===== src/rtl/id_lmsm_sequencer.sv =====
// Decode-stage producer for ID/EX: passes ordinary instructions and expands LM/SM into one micro-op per mask bit.
// Latency 1 cycle (registered outputs); Down_Stall holds all state and outputs, Upstream_Stall_Out holds IF/ID.
// Optional macro LMSM_STALL_CNT_EN enables the saturating SEQ-cycle counter on Seq_Stall_Cnt_Out.
module id_lmsm_sequencer #(
    parameter logic [3:0] OPC_LM     = 4'b0110,
    parameter logic [3:0] OPC_SM     = 4'b0111,
    parameter int         WR_EN_BIT  = 7,
    parameter int         MEM_WR_BIT = 0
) (
    input  logic        clk,
    input  logic        rst,
    input  logic        Valid_In,
    input  logic [15:0] PC_In,
    input  logic [15:0] Instr_In,
    input  logic [9:0]  Control_In,
    input  logic        Down_Stall,
    input  logic        Flush,
    output logic        Uop_Valid_Out,
    output logic [15:0] PC_Out,
    output logic [15:0] Instr_Out,
    output logic [9:0]  Control_Out,
    output logic [2:0]  RF_A1_Out,
    output logic [2:0]  RF_A2_Out,
    output logic [2:0]  Reg_Idx_Out,
    output logic [2:0]  Offset_Out,
    output logic        First_Uop_Out,
    output logic        Last_Uop_Out,
    output logic        Upstream_Stall_Out,
    output logic [15:0] Seq_Stall_Cnt_Out
);

    typedef enum logic {IDLE = 1'b0, SEQ = 1'b1} state_t;

    state_t     state;
    logic [7:0] mask;
    logic [7:0] in_mask;
    logic [7:0] in_rest;
    logic [7:0] seq_rest;
    logic       is_lmsm;
    logic [9:0] ctrl_forced;

    function automatic logic [2:0] low_idx(input logic [7:0] m);
        logic [2:0] r;
        r = 3'd0;
        for (int i = 7; i >= 0; i--) begin
            if (m[i]) r = 3'(i);
        end
        return r;
    endfunction

    assign in_mask  = Instr_In[7:0];
    assign in_rest  = in_mask & (in_mask - 8'd1);
    assign seq_rest = mask & (mask - 8'd1);
    assign is_lmsm  = (Instr_In[15:12] == OPC_LM) || (Instr_In[15:12] == OPC_SM);

    // An empty-mask LM/SM still issues one micro-op, but it must not write anything.
    always_comb begin
        ctrl_forced             = Control_In;
        ctrl_forced[WR_EN_BIT]  = 1'b0;
        ctrl_forced[MEM_WR_BIT] = 1'b0;
    end

    assign Upstream_Stall_Out = Down_Stall | (state == SEQ);

    // During SEQ the parent PC/Instr/Control/base stay in the output registers, so they double as the latched copy.
    always_ff @(posedge clk or negedge rst) begin
        if (!rst) begin
            state         <= IDLE;
            mask          <= 8'd0;
            Uop_Valid_Out <= 1'b0;
            PC_Out        <= 16'd0;
            Instr_Out     <= 16'd0;
            Control_Out   <= 10'd0;
            RF_A1_Out     <= 3'd0;
            RF_A2_Out     <= 3'd0;
            Reg_Idx_Out   <= 3'd0;
            Offset_Out    <= 3'd0;
            First_Uop_Out <= 1'b0;
            Last_Uop_Out  <= 1'b0;
        end else if (Flush) begin
            Uop_Valid_Out <= 1'b0;
            state         <= IDLE;
            mask          <= 8'd0;
        end else if (!Down_Stall) begin
            if (state == SEQ) begin
                Uop_Valid_Out <= 1'b1;
                Reg_Idx_Out   <= low_idx(mask);
                RF_A2_Out     <= low_idx(mask);
                Offset_Out    <= Offset_Out + 3'd1;
                First_Uop_Out <= 1'b0;
                Last_Uop_Out  <= (seq_rest == 8'd0);
                mask          <= seq_rest;
                if (seq_rest == 8'd0) state <= IDLE;
            end else if (Valid_In) begin
                Uop_Valid_Out <= 1'b1;
                PC_Out        <= PC_In;
                Instr_Out     <= Instr_In;
                RF_A1_Out     <= Instr_In[11:9];
                Offset_Out    <= 3'd0;
                First_Uop_Out <= 1'b1;
                if (is_lmsm) begin
                    Reg_Idx_Out <= low_idx(in_mask);
                    RF_A2_Out   <= low_idx(in_mask);
                    if (in_mask == 8'd0) begin
                        Control_Out  <= ctrl_forced;
                        Last_Uop_Out <= 1'b1;
                        mask         <= 8'd0;
                    end else begin
                        Control_Out  <= Control_In;
                        Last_Uop_Out <= (in_rest == 8'd0);
                        mask         <= in_rest;
                        state        <= (in_rest != 8'd0) ? SEQ : IDLE;
                    end
                end else begin
                    Control_Out  <= Control_In;
                    RF_A2_Out    <= Instr_In[8:6];
                    Reg_Idx_Out  <= 3'd0;
                    Last_Uop_Out <= 1'b1;
                    mask         <= 8'd0;
                end
            end else begin
                Uop_Valid_Out <= 1'b0;
            end
        end
    end

`ifdef LMSM_STALL_CNT_EN
    always_ff @(posedge clk or negedge rst) begin
        if (!rst) begin
            Seq_Stall_Cnt_Out <= 16'd0;
        end else if ((state == SEQ) && !Down_Stall && (Seq_Stall_Cnt_Out != 16'hFFFF)) begin
            Seq_Stall_Cnt_Out <= Seq_Stall_Cnt_Out + 16'd1;
        end
    end
`else
    assign Seq_Stall_Cnt_Out = 16'd0;
`endif

endmodule

===== config.mk =====
export PLATFORM = sky130hd
export DESIGN_NAME = id_lmsm_sequencer
export DESIGN_NICKNAME = d
export VERILOG_FILES = /design/src/rtl/id_lmsm_sequencer.sv
export SDC_FILE = /design/constraint.sdc
export NUM_CORES = 1
export LEC_CHECK = 0
export BUFFER_PORTS_ARGS = -buffer_cell sky130_fd_sc_hd__buf_2
export CAP_MARGIN = 20
export CORE_AREA = 2 2 68 96
export DETAILED_ROUTE_END_ITERATION = 6
export DIE_AREA = 0 0 70 98
export PLACE_DENSITY = 0.81
export SLEW_MARGIN = 20
export SYNTH_ARGS = -nofsm -noshare
export SYNTH_HDL_FRONTEND = slang
export SYNTH_SLANG_ARGS = --single-unit

===== constraint.sdc =====
create_clock -name clk -period 2.6 [get_ports clk]
set_input_delay 0.52 -clock clk [delete_from_list [all_inputs] [get_ports clk]]
set_output_delay 0.52 -clock clk [all_outputs]
set_load 0.02 [all_outputs]

# Word-level counts from Yosys, hierarchy flattened
# Index checks and enable logic that the tools add are counted.
[classes]
eq_ne = 3
n_mux = 50
n_addsub = 3
bitwise = 6
n_reduce_logical = 10
[op_table]
columns = ["op", "n"]
rows = [
  ["3-bit two-way mux", 24],
  ["8-bit two-way mux", 8],
  ["8-bit logical NOT", 3],
  ["1-bit two-way mux", 18],
  ["8-bit bitwise AND", 2],
  ["8-bit by 1-bit subtractor with 8-bit output (second input constant)", 2],
  ["4-bit by 3-bit equality test with 1-bit output (second input constant)", 2],
  ["8-bit nonzero test", 1],
  ["4-bit AND reduction", 1],
  ["3-bit by 1-bit adder with 3-bit output (second input constant)", 1],
  ["1-bit inverter", 3],
  ["3-bit AND reduction", 1],
  ["3-bit nonzero test", 1],
  ["2-bit by 1-bit inequality test with 1-bit output (second input constant)", 1],
  ["2-bit AND reduction", 1],
  ["2-bit nonzero test", 1],
  ["1-bit logical OR", 1],
  ["1-bit OR", 1],
]
[word_totals]
register_bits = 66
in_bits = 47

# Logic depth before layout (Yosys ltp)
[depth]
word_depth = 11
depth_mapped = 6
ltp_nobuf = 5

# Worst setup path before layout
# OpenSTA, ideal clock, no wires.
[synth_timing]
path_type = "input to register"
from = "in Instr_In[0]"
to = "reg Control_Out[0]"
path_buffers = 0
setup_ns = 0.134
arrival_time_ns = 1.699
t_required_ns = 2.466
slack_ns = 0.767
cell_stages = 5
path_cell_list = "or2_4 or3_4 or3_4 nor4_4 o22ai_1"
[synth_between]
elab_chain_len = 3
[synth_rtl]
columns = ["element", "line_no", "text"]
rows = [
  ["start, declared", "14", "input logic [15:0] Instr_In,"],
  ["8-bit logical NOT", "104", "if (in_mask == 8'd0) begin"],
  ["8-bit two-way mux", "104", ""],
  ["8-bit two-way mux", "101", "if (is_lmsm) begin"],
  ["end signal, assigned", "105", "Control_Out <= ctrl_forced;"],
  ["end signal, assigned", "109", "Control_Out <= Control_In;"],
  ["end signal, assigned", "115", "Control_Out <= Control_In;"],
  ["end, declared", "21", "output logic [9:0] Control_Out,"],
]
# Every way passes these cells.
# A chain may end at the register's enable or synchronous reset.

# Worst setup path in the final report
[layout_timing]
from = "reg state"
to = "out Upstream_Stall_Out"
[layout_between]
elab_chain_len = 1
[layout_rtl]
columns = ["element", "line_no", "text"]
rows = [
  ["start, declared", "34", "state_t state;"],
  ["start signal, assigned", "112", "state <= (in_rest != 8'd0) ? SEQ : IDLE;"],
  ["1-bit OR", "63", "assign Upstream_Stall_Out = Down_Stall | (state == SEQ);"],
  ["end, declared", "28", "output logic Upstream_Stall_Out,"],
]
# Every way passes these cells.

==> results.txt <==
----------------------------------------------------
[Synthesis]
  YS warnings ... 0
  Gate Count Post-Synth ... approximately 260
  Mapped Avg Cell Area ... between 10 and 15 sq um
  Yosys reg bits ... 62
  Proportion of register bits with asynchronous set or reset after synthesis ... between 90% and 100%
  Cell area after technology mapping ... between 0.002 and 0.003 sq mm
  Primary flip-flop cell chosen by synthesis mapping ... dfrtp_1
  Count of unique library cells instantiated by Yosys ... 43
  Share of synthesized area occupied by flip-flops and latches ... a little over half
  Count of flip-flops with a built-in enable after synthesis ... 0

[Detailed routing]
  Length of the first detailed-routing pass in iterations ... 4
  Post-DR wirelength/cell ... about 15 um
  Detailed-route via count ... roughly 2300
  Detailed-route DRC error count ... 0
  Post-detailed-route count of antenna-violating nets ... 0
  Drt initial violations ... ~120
  Total length of routed wires ... 6548 um
  Detailed-route vias per instance ... ~5.3

[Die]
  Count of pins on the block boundary ... 121
  Overall die area ... 0.006860 sq mm
  Initial standard-cell utilization of the core ... 48.72%
  Overall die width ... 70 um
  Std-Cell Core Area ... a little over 0.006 sq mm
  Overall die height ... just under 100 um
  Count of standard-cell rows ... 34

[STA]
  Worst Setup Slack, final ... between 0.6 and 0.7 ns
  Worst-case clock skew ... 0.006631 ns
  Setup repair after global routing missed its margin ... no
  Post-Route Setup TNS ... 0 ns
  Hold violation total from the final report ... 0
  Setup violators final ... 0
  Worst slack on hold paths ... 0.2905 ns
  Least-Margin Pin Slew ... ~0.83 ns
  Time the final worst path needs with I/O delays and setup ... 1.950 ns
  Achievable clock frequency ... between 0.5 and 0.6 GHz
  Slew HR ... between 40 and 50%
  Post-route fraction of the period consumed by the critical path ... approximately 75%
  Number of max-slew violations in the final report ... 0

[Outcome]
  Run status ... complete, no violations

[GRT]
  Global-route total usage across every layer ... slightly below 20%
  Antenna violations before repair ... 0
  Wire length of the first global-routing pass ... 10720 um
  Vias in the first global route ... approximately 2300
  Remaining Overflow, GRT ... 0
  Maximum number of pins on one net before global-route repair ... between 40 and 50

[Power]
  Total power density per cell area ... 751.1 mW/mm^2
  Leakage power ... about 1.8 nW
  Total power of the final layout ... roughly 2.8 mW
  Largest voltage drop on the vdd net ... around 0.00058 V

[Worst setup path]
  Setup slack of the most critical reg-to-reg path ... roughly 0.71 ns
  Endpoint of the most critical register-to-register path ... Last_Uop_Out
  CP top delay family ... flip-flops
  WS Path Type ... reg2out
  Startpoint type of the worst setup path ... flop
  Cell breakdown of the critical path ... or2_2, buf_2
  R2R cell count ... 4
  Critical Path End Type ... output port
  Cell with the largest stage delay on the worst path ... dfrtp_1
  Critical path buffers and inverters ... 1
  Max FO, Critical Path ... 16
  Critical path origin ... state
  CP Data Arrival Time ... about 1.4 ns
  Startpoint of the worst-slack reg-to-reg timing path ... state
  Cell depth of the worst setup path ... 2
  Maximum single-stage delay on the critical path ... about 0.58 ns
  Required time at the endpoint of the critical path ... ~2.1 ns

[Place]
  Post-DP HPWL ... ~5000 um
  Pre-CTS WS ... around 0.54 ns
  Port buffer count ... 104
  DP Cell Count ... 419
  Final RePlAce weighted congestion ... around 0.9

[Hold path]
  Type of the most critical hold path ... in2async

[Job]
  Max-capacitance violation count ... 0

[Finish]
  Synth-to-Final Area Change ... 24.66%
  Proportion of layout cells with a drive suffix above 1 ... about 47%
  Final std cells w/o fill ... around 430
  Most frequent cells in the layout ... 104 x buf_2, 62 x dfrtp_1, 40 x mux2_2
  Most frequent standard cell in the layout excluding fill and tap cells ... buf_2
  Antenna Diode Count ... 0
  Number of nets at the end of the flow ... 406

[Clock network]
  Number of resized instances in the post-cts repair step ... 0
  Clock tree buffer depth ... 2
  Clock net sink count ... between 60 and 70
  Source-to-sink clock delay at the later pin of the worst-skew pair ... 0.32 ns
  TritonCTS clock tree ... done
  CTS Buf Count ... 9
  H-tree lvl count ... 3
  Count of hold-fix buffers inserted at cts ... 0
  Setup Fix Bufs, Post-CTS ... 0
  Clock slew at the register clock pins of the worst setup and hold paths ... 0.06 ns
  Root buffer cell ... clkbuf_8

----------------------------------------------------
[area by class of cell]
class	count	area (sq um)
multi-input combinational	172	1215
fill	512	2372
sequential	62	1551
tap	72	90.09
inverter	6	22.52
timing repair buffer	107	568.0
clock inverter	4	70.07
clock buffer	11	151.4
[registers in the layout, indices dropped and copies added, names as in the netlist]
name / flops
Uop_Valid_Out: 1
PC_Out: 16
Control_Out: 10
Offset_Out: 3
mask: 7
state: 1
RF_A2_Out: 3
Reg_Idx_Out: 3
Instr_Out: 16
First_Uop_Out: 1
Last_Uop_Out: 1
[worst max path at each step]
stage                              end  slack (ns)
floorplan               Control_Out[0]        0.77
global placement        Control_Out[7]        0.58
detailed placement      Control_Out[0]        0.54
CTS                 Upstream_Stall_Out        0.64
global route              Last_Uop_Out        0.58
finish              Upstream_Stall_Out        0.65
[report_power, final]
| group | switching (mW) | internal (mW) |
|---|---|---|
| clock network | 0.348 | 0.584 |
| logic | 0.388 | 0.252 |
| registers | 0.0768 | 1.11 |
[cell usage after synthesis (3+ instances only)]
master	n	area, sq um
clkbuf_1	3	11.26
a21oi_1	8	40.04
buf_6	4	45.04
mux2_2	40	450.4
or3_1	3	18.77
nand2_1	10	37.54
nor2_1	21	78.83
buf_2	4	20.02
buf_4	19	142.6
nor3_1	8	40.04
inv_1	6	22.52
nand3_1	5	25.02
o22ai_1	3	18.77
o21ai_0	21	105.1
dfrtp_1	62	1551
[per-layer routing]
layer | up-vias | track usage [%] | part of all wire, %
li1 | 1076 | - | -
met5 | - | 0 | 0
met1 | 1105 | 23.03 | 38
met4 | 0 | 6.805 | 0.99
met3 | 9 | 5.470 | 7.6
met2 | 100 | 33.48 | 53
[stage by stage]
stage                     area (sq um)  utilization [%]
after floorplan                   2999                -
after global placement            3447            57.06
after detailed placement          3447            57.06
after CTS                         3669            60.73
after global routing              3669            60.73
final                             3669            60.73
[cells by family (layout without fill, tap and decap cells)]
family | Yosys count | in the layout | synth area share [%]
AO/OA/AOI/OAI | 50 | 50 | 10.67
XOR/XNOR | 1 | 1 | 0.2977
adder cells (fa/ha/maj) | 3 | 3 | 1.105
buffers and inverters | 36 | 128 | 8.206
flip-flops | 62 | 62 | 52.72
multiplexers | 40 | 40 | 15.31
other | 1 | 16 | 0.1274
AND/OR/NAND/NOR | 62 | 62 | 11.57
Note: power is estimated with default switching activity, not from simulation.
